File: src/rtl/seg7_scan_driver_if.sv
// rtl/seg7_scan_driver_if.sv - load/data bus and display pin bundle for seg7_scan_driver
interface seg7_scan_driver_if #(
    parameter int DIGITS = 4
);
    logic                  load;
    logic [4*DIGITS-1:0]   data;
    logic [DIGITS-1:0]     dp_in;
    logic                  lzb_en;
    logic [6:0]            seg;
    logic                  dp_n;
    logic [DIGITS-1:0]     an_n;
    logic                  pending;
    logic                  frame_tick;

    modport master (
        output load, data, dp_in, lzb_en,
        input  seg, dp_n, an_n, pending, frame_tick
    );

    modport slave (
        input  load, data, dp_in, lzb_en,
        output seg, dp_n, an_n, pending, frame_tick
    );
endinterface

File: src/rtl/seg7_scan_driver.sv
// rtl/seg7_scan_driver.sv - multiplexed common-anode 7-segment driver with frame-synchronous updates
module seg7_scan_driver #(
    parameter int DIGITS   = 4,
    parameter int DIV      = 1000,
    parameter bit HEX_MODE = 1'b0
) (
    input  logic                clk,
    input  logic                rst_n,
    seg7_scan_driver_if.slave   bus
);
    localparam int CW = (DIV > 1) ? $clog2(DIV) : 1;
    localparam int IW = (DIGITS > 1) ? $clog2(DIGITS) : 1;

    logic [CW-1:0]         r_cnt;
    logic [IW-1:0]         r_idx;
    logic [4*DIGITS-1:0]   r_pend_data;
    logic [DIGITS-1:0]     r_pend_dp;
    logic [4*DIGITS-1:0]   r_disp_data;
    logic [DIGITS-1:0]     r_disp_dp;
    logic                  r_pending;
    logic [6:0]            r_seg;
    logic                  r_dp_n;
    logic [DIGITS-1:0]     r_an_n;
    logic                  r_frame_tick;

    logic                  w_cnt_wrap;
    logic                  w_idx_wrap;
    logic                  w_commit;
    logic [3:0]            w_code;
    logic                  w_dp;
    logic                  w_blank;
    logic                  w_zero_above;
    logic [DIGITS-1:0]     w_an_n;
    logic [6:0]            w_seg;
    logic                  w_dp_n;

    function automatic logic [6:0] decode(input logic [3:0] code);
        logic [6:0] s;
        case (code)
            4'd0:    s = 7'b0000001;
            4'd1:    s = 7'b1001111;
            4'd2:    s = 7'b0010010;
            4'd3:    s = 7'b0000110;
            4'd4:    s = 7'b1001100;
            4'd5:    s = 7'b0100100;
            4'd6:    s = 7'b0100000;
            4'd7:    s = 7'b0001111;
            4'd8:    s = 7'b0000000;
            4'd9:    s = 7'b0000100;
            4'd10:   s = HEX_MODE ? 7'b0001000 : 7'b1111110;
            4'd11:   s = HEX_MODE ? 7'b1100000 : 7'b1111110;
            4'd12:   s = HEX_MODE ? 7'b0110001 : 7'b1111110;
            4'd13:   s = HEX_MODE ? 7'b1000010 : 7'b1111110;
            4'd14:   s = HEX_MODE ? 7'b0110000 : 7'b1111110;
            default: s = HEX_MODE ? 7'b0111000 : 7'b1111110;
        endcase
        return s;
    endfunction

    assign w_cnt_wrap = (r_cnt == CW'(DIV - 1));
    assign w_idx_wrap = (r_idx == IW'(DIGITS - 1));
    assign w_commit   = w_cnt_wrap && w_idx_wrap;

    // Blanking walks from the MSD downward: digit i blanks only if it and every digit above it are zero.
    always_comb begin
        w_code       = 4'd0;
        w_dp         = 1'b0;
        w_blank      = 1'b0;
        w_zero_above = 1'b1;
        w_an_n       = '1;
        for (int i = DIGITS - 1; i >= 0; i--) begin
            w_zero_above = w_zero_above && (r_disp_data[4*i +: 4] == 4'd0);
            if (r_idx == IW'(i)) begin
                w_code  = r_disp_data[4*i +: 4];
                w_dp    = r_disp_dp[i];
                w_blank = bus.lzb_en && (i > 0) && w_zero_above;
                if (r_cnt != '0) begin
                    w_an_n[i] = 1'b0;
                end
            end
        end
        if (r_cnt == '0) begin
            w_seg  = 7'b1111111;
            w_dp_n = 1'b1;
        end else begin
            w_seg  = w_blank ? 7'b1111111 : decode(w_code);
            w_dp_n = ~w_dp;
        end
    end

    always_ff @(posedge clk) begin
        if (!rst_n) begin
            r_cnt        <= '0;
            r_idx        <= '0;
            r_pend_data  <= '0;
            r_pend_dp    <= '0;
            r_disp_data  <= '0;
            r_disp_dp    <= '0;
            r_pending    <= 1'b0;
            r_seg        <= 7'b1111111;
            r_dp_n       <= 1'b1;
            r_an_n       <= '1;
            r_frame_tick <= 1'b0;
        end else begin
            r_cnt <= w_cnt_wrap ? '0 : r_cnt + 1'b1;
            if (w_cnt_wrap) begin
                r_idx <= w_idx_wrap ? '0 : r_idx + 1'b1;
            end
            // A load on the commit cycle goes straight to the display and never marks pending.
            if (w_commit) begin
                r_pending <= 1'b0;
                if (bus.load) begin
                    r_disp_data <= bus.data;
                    r_disp_dp   <= bus.dp_in;
                end else if (r_pending) begin
                    r_disp_data <= r_pend_data;
                    r_disp_dp   <= r_pend_dp;
                end
            end else if (bus.load) begin
                r_pend_data <= bus.data;
                r_pend_dp   <= bus.dp_in;
                r_pending   <= 1'b1;
            end
            r_seg        <= w_seg;
            r_dp_n       <= w_dp_n;
            r_an_n       <= w_an_n;
            r_frame_tick <= w_commit;
        end
    end

    assign bus.seg        = r_seg;
    assign bus.dp_n       = r_dp_n;
    assign bus.an_n       = r_an_n;
    assign bus.pending    = r_pending;
    assign bus.frame_tick = r_frame_tick;
endmodule

File: src/flat_wrapper.sv
// flat-port wrapper written by rule: the top's interface ports become plain ports
module seg7_scan_driver_flat 
#(
    parameter int DIGITS   = 4,
    parameter int DIV      = 1000,
    parameter bit HEX_MODE = 1'b0
)
  (clk, rst_n, bus_load, bus_data, bus_dp_in, bus_lzb_en, bus_seg, bus_dp_n, bus_an_n, bus_pending, bus_frame_tick);
  seg7_scan_driver_if #(.DIGITS(DIGITS)) bus_i ();
  input  logic clk;
  input  logic rst_n;
  input wire logic [$bits(bus_i.load)-1:0] bus_load;
  input wire logic [$bits(bus_i.data)-1:0] bus_data;
  input wire logic [$bits(bus_i.dp_in)-1:0] bus_dp_in;
  input wire logic [$bits(bus_i.lzb_en)-1:0] bus_lzb_en;
  output wire logic [$bits(bus_i.seg)-1:0] bus_seg;
  output wire logic [$bits(bus_i.dp_n)-1:0] bus_dp_n;
  output wire logic [$bits(bus_i.an_n)-1:0] bus_an_n;
  output wire logic [$bits(bus_i.pending)-1:0] bus_pending;
  output wire logic [$bits(bus_i.frame_tick)-1:0] bus_frame_tick;
  assign bus_i.load = bus_load;
  assign bus_i.data = bus_data;
  assign bus_i.dp_in = bus_dp_in;
  assign bus_i.lzb_en = bus_lzb_en;
  assign bus_seg = bus_i.seg;
  assign bus_dp_n = bus_i.dp_n;
  assign bus_an_n = bus_i.an_n;
  assign bus_pending = bus_i.pending;
  assign bus_frame_tick = bus_i.frame_tick;
  seg7_scan_driver #(.DIGITS(DIGITS), .DIV(DIV), .HEX_MODE(HEX_MODE)) u_core (.clk(clk), .rst_n(rst_n), .bus(bus_i));
endmodule
File: config.mk
export PLATFORM = sky130hd
export DESIGN_NAME = seg7_scan_driver_flat
export DESIGN_NICKNAME = d
export VERILOG_FILES = /design/src/rtl/seg7_scan_driver_if.sv /design/src/rtl/seg7_scan_driver.sv /design/src/flat_wrapper.sv
export SDC_FILE = /design/constraint.sdc
export NUM_CORES = 1
export LEC_CHECK = 0
export CORE_UTILIZATION = 45
export CTS_CLUSTER_SIZE = 25
export DETAILED_ROUTE_END_ITERATION = 16
export PLACE_DENSITY = 0.65
export SETUP_SLACK_MARGIN = 0.15
export SYNTH_ARGS = -nofsm -noshare
export SYNTH_HDL_FRONTEND = slang
export SYNTH_SLANG_ARGS = --single-unit
File: constraint.sdc
create_clock -name clk -period 4.1 [get_ports clk]
set_input_delay 1.025 -clock clk [delete_from_list [all_inputs] [get_ports clk]]
set_output_delay 1.025 -clock clk [all_outputs]
set_load 0.1 [all_outputs]
# Word-level counts from Yosys, hierarchy flattened
# Memory sizes are Yosys's and may differ from the RTL's. A register that Yosys moved wholly into a read port is not among the register bits.
# Cells that the tools add are included.
[totals]
register_bits = 59
romBits = 112
in_bits = 24
output_inout_bits = 14
word_cells = 64
n_memories = 1
[op_classes]
addsub = 2
n_eq_ne = 4
mux = 18
bitwise_logic = 3
reduce_logical = 23
[memory_table]
columns = ["memory", "depth", "width", "read_ports", "rd_ports_with_merged_regs", "wr", "line", "rtl"]
rows = [
  ["(no name shown)", 16, 7, 1, 1, 0, "seg7_scan_driver.sv:39", "case (code)"],
]
[ops]
columns = ["op", "n"]
rows = [
  ["16-bit two-way mux", 2],
  ["4-bit two-way mux", 6],
  ["4-bit logical NOT", 3],
  ["2-bit AND reduction", 6],
  ["10-bit by 1-bit adder with 10-bit output, second input constant", 1],
  ["10-bit equality test, second input constant", 1],
  ["10-bit logical NOT", 1],
  ["10-bit nonzero test", 1],
  ["1-bit two-way mux", 9],
  ["1-bit logical AND", 6],
  ["2-bit OR reduction", 3],
  ["2-bit equality test, second input constant", 2],
  ["1-bit NOT", 3],
  ["3-bit OR reduction", 1],
  ["2-bit by 1-bit adder with 2-bit output, second input constant", 1],
  ["2-bit by 1-bit equality test with 1-bit output, second input constant", 1],
  ["2-bit logical NOT", 1],
  ["2-bit two-way mux", 1],
  ["2-bit nonzero test", 1],
]

# Logic depth before layout (Yosys ltp)
[logic_depth]
ltp_word = 7
mapped_depth = 11
ltp_nobuf = 10

# Worst setup path before layout
# OpenSTA, ideal clock, no wires.
[synth_path]
kind = "input -> register"
startpoint = "input rst_n"
endpoint = "register u_core.r_seg[0], in the netlist u_core.bus.seg[0]"
setup_ps = 149
arrival_time_ps = 2229
required_time_ps = 3951
setup_slack_ps = 1722
stages = 5
path_buffers = 1
cell_sequence = "clkbuf_1 clkinv_1 a31oi_1 o41a_1 o21ai_0"
[synth_between]
elab_chain_len = 2
[synth_rtl]
columns = ["element", "line", "rtl"]
rows = [
  ["start, declared", "flat_wrapper.sv:11", "input logic rst_n;"],
  ["1-bit NOT (no source line)", "--", ""],
  ["3-bit OR reduction (no source line)", "--", ""],
  ["end, declared", "seg7_scan_driver.sv:21", "logic [6:0] r_seg;"],
]
# No other way between the ends.
# A chain may end at the register's enable or synchronous reset.

# Final worst setup path
[layout_path]
startpoint = "register u_core.r_pending, in the netlist u_core.bus.pending"
endpoint = "output bus_pending"
[layout_lines]
columns = ["element", "line", "rtl"]
rows = [
  ["start, declared", "seg7_scan_driver.sv:20", "logic r_pending;"],
  ["start signal, assigned", "seg7_scan_driver.sv:99", "r_pending <= 1'b0;"],
  ["start signal, assigned", "seg7_scan_driver.sv:111", "r_pending <= 1'b0;"],
  ["start signal, assigned", "seg7_scan_driver.sv:122", "r_pending <= 1'b1;"],
  ["end, declared", "flat_wrapper.sv:19", "output wire logic [$bits(bus_i.pending)-1:0] bus_pending;"],
]
# No word-level cell between the ends.

==> metrics.cfg <==
[critical_path]
worst_path_largest_cell_delay_ns = 1.14
crit_start = u_core.bus.pending
reg2reg_depth = 9
cp-end-kind = output port
endpoint = bus_pending
crit_type = reg -> out
crit_required_ns = 3.07
cp_num_buf_inv = 1
r2r-end = u_core.bus.seg[6]
critPathArrivalTime_ns = 1.80
crit_family = buffers and inverters
timing.rr.start = u_core.r_idx[0]
rrSetupSlack_ns = 1.62
crit_fanout = 2
cp.depth = 1
crit_chain = clkdlybuf4s50_1
cp-start-kind = flop
slowest_stage = clkdlybuf4s50_1

[grt]
grt_pass1_wl_mm = 10.32
gr-total-overflow = 0
grt_max_degree = 43
busiest_layer = met2
grt_pass1_vias = 2208
antenna_found_initial = 0
met2_usage_pct = 28.24
grt.met1_usage_pct = 25.31
met3_usage_pct = 3.835
grt_usage_pct = 18.40

[hold_path]
hold_path.class = reg -> reg
hp-start = u_core.r_pend_data[4]

[route]
viasPerCell = 5.288
drc = 6
drtIter0Drc = 104
antenna_left = 0
firstDrtPassIters = 10
drt_wl_total_mm = 5.941
routedWlPerCell_um = 13.26
num_vias = 2369

[sta]
hold_viol_final = 0
fin_setup_tns_ns = 0
setup_viol = 0
finalMaxSlewViolations = 0
rsz0062_at_grt = false
min_period_over_period_pct = 68.96
timing.slew.headroom_pct = 33.96
fin_skew_ns = 0.01203
fin_crit_ns = 2.827
clock.fmax_mhz = 353.7
worst_pin_slew_ns = 0.9875

[clocking]
postCtsSetupRepairBufs = 0
cts.sinks = 66
root_buffer = clkbuf_8
htree_levels = 3
clock_latency_ns = 0.33
cts_max_path_buffers = 2
cts_made_buffers = 9
cts_tree = built
clkTransAtPathRegs_ns = 0.07
cts_hold_buffers = 0
cts_resized = 0

[logic_synthesis]
syn_avg_cell_area_um2 = 9.053
syn_inst = 336
synth_edf_count = 0
netlist_area_um2 = 3042
synthArstFlopShare_pct = 0
synth_area_leader_cell = dfxtp_1
ys.warnings.count = 0
synth-seq-cells = 66
synthFlopType = dfxtp_1
synth_top_area_share_pct = 43.44
syn_nets = 371
ys_types = 42
synthTopCellsByArea = dfxtp_1 43%, a211oi_2 8.2%, mux2i_1 6.9%
seq_area_frac_synth_pct = 43.44

[run_status]
outcome = finished with violations
violations = design-rule violations

[floorplanning]
die_height_um = 84.22
die_width_um = 84.22
initial_utilization_pct = 47.36
core_area_um2 = 6422
io_pins = 38
fp-row-count = 29
die_area_um2 = 7092

[finish]
syn2layout_area_growth_pct = 18.68
diodes = 0
layout-drive-gt1-share_pct = 11.32
fillers = 584
post-route-util_pct = 56.20
layout.nets = 401

[placement]
portBuffers = 37
hpwl_mm = 4.183
gp_congestion = 0.8358

[flow_run]
maxCapViolCount = 0

[power_and_ir_drop]
vdd_drop_max_uv = 155.1
leakage_nw = 1.333
p_per_area_nw_per_um2 = 369.7

-- worst min-delay path by stage --
| stage | endpoint | slack, ns | cells past startpoint |
|---|---|---|---|
| 2_1_floorplan | u_core.r_pend_data[3] | 0.44 | 2 |
| 5_1_grt | u_core.r_pend_data[5] | 0.49 | 2 |
| 6_report | u_core.r_pend_data[4] | 0.46 | 2 |
| 4_1_cts | u_core.r_pend_data[4] | 0.46 | 2 |
| 3_3_place_gp | u_core.r_pend_data[5] | 0.44 | 2 |
| 3_5_place_dp | u_core.r_pend_data[4] | 0.45 | 2 |
-- cell type report --
class                      count  area, µm²  area share (%)
timing repair buffer          42      407.9           11.30
tap                           77      96.34           2.669
clock buffer                  14      172.7           4.783
clock inverter                 2      10.01          0.2773
sequential                    66       1321           36.60
multi-input combinational    237       1564           43.33
inverter                      10      37.54           1.040
-- flip-flops by register name, indices dropped and copies added, names as in the netlist --
signal                 count
u_core.bus.frame_tick      1
u_core.bus.dp_n            1
u_core.bus.pending         1
u_core.r_cnt              10
u_core.r_idx               2
u_core.r_disp_data        16
u_core.bus.seg             7
u_core.r_disp_dp           4
u_core.r_pend_data        16
u_core.bus.an_n            4
u_core.r_pend_dp           4
-- power breakdown --
| group | switching [W] | internal [W] | leakage, nW |
|---|---|---|---|
| combinational | 0.000113 | 0.0000565 | 0.698 |
| sequential | 0.0000106 | 0.000663 | 0.539 |
| clock | 0.000223 | 0.000268 | 0.0965 |
| total | 0.000347 | 0.000987 | 1.33 |
-- synth_stat cells (2+ instances only) --
library cell / count
o21ai_0: 25
nor3b_1: 3
buf_4: 2
a21oi_1: 10
mux2i_1: 21
nand2_1: 33
buf_2: 6
dfxtp_1: 66
ha_1: 11
and3_1: 4
a311oi_1: 2
nor2b_1: 3
inv_1: 9
o21ai_1: 3
nor4_1: 2
clkbuf_1: 11
nor2_1: 40
a211oi_2: 20
nor3_1: 3
buf_6: 2
clkbuf_2: 2
xnor2_1: 3
nand3b_1: 4
nand3_1: 26
a211oi_1: 4
xor2_1: 5
-- cell families after synthesis --
| family | count (synthesis) | synth area share [%] |
|---|---|---|
| AOI/OAI and AO/OA | 72 | 18.31 |
| muxes | 21 | 6.911 |
| xor gates and xnor gates | 8 | 2.304 |
| adders and majority gates | 11 | 4.525 |
| DFF | 66 | 43.44 |
| and+or+nand+nor | 125 | 19.37 |
| buffers and inverters | 33 | 5.142 |
-- placed cells by master (no fill, tap or decap), types with 2 or more instances in the layout --
cell type and instances:
clkinv_2 2, buf_4 5, nor2b_1 3, clkbuf_1 2
a211oi_2 20, xnor2_1 3, nand3_1 26, clkbuf_8 12
clkdlybuf4s50_1 37, ha_1 11, nor3b_1 3, nand3b_1 4
xor2_1 5, o21ai_1 3, nor4_1 2, dfxtp_1 66
nor2_1 40, inv_1 9, a211oi_1 4, mux2i_1 21
a21oi_1 10, a311oi_1 2, and3_1 4, nand2_1 33
o21ai_0 25, nor3_1 3
-- metal layers --
metal  part of all wire, %  routed length, µm
met1                    51               3054
met2                    43               2578
met3                   3.8                226
met4                   1.4                 81
met5                     0                  0
-- per-stage QoR --
| step | area, µm² | worst slack (ns) | power [W] | cells | hold slack [ns] |
|---|---|---|---|---|---|
| 6_report | 3610 | 1.273 | 0.001335 | 448 | 0.4611 |
| 5_1_grt | 3610 | 1.222 | 0.001395 | 448 | 0.4895 |
| 4_1_cts | 3610 | 1.251 | 0.001352 | 448 | 0.4621 |
| 3_5_place_dp | 3427 | 1.357 | 0.0008594 | 432 | 0.4518 |
| 3_3_place_gp | 3427 | 1.400 | 0.0008564 | 432 | 0.4442 |
| 2_1_floorplan | 3042 | 1.722 | 0.0008030 | 336 | 0.4360 |
No activity file was read; power rests on OpenSTA's default activity.
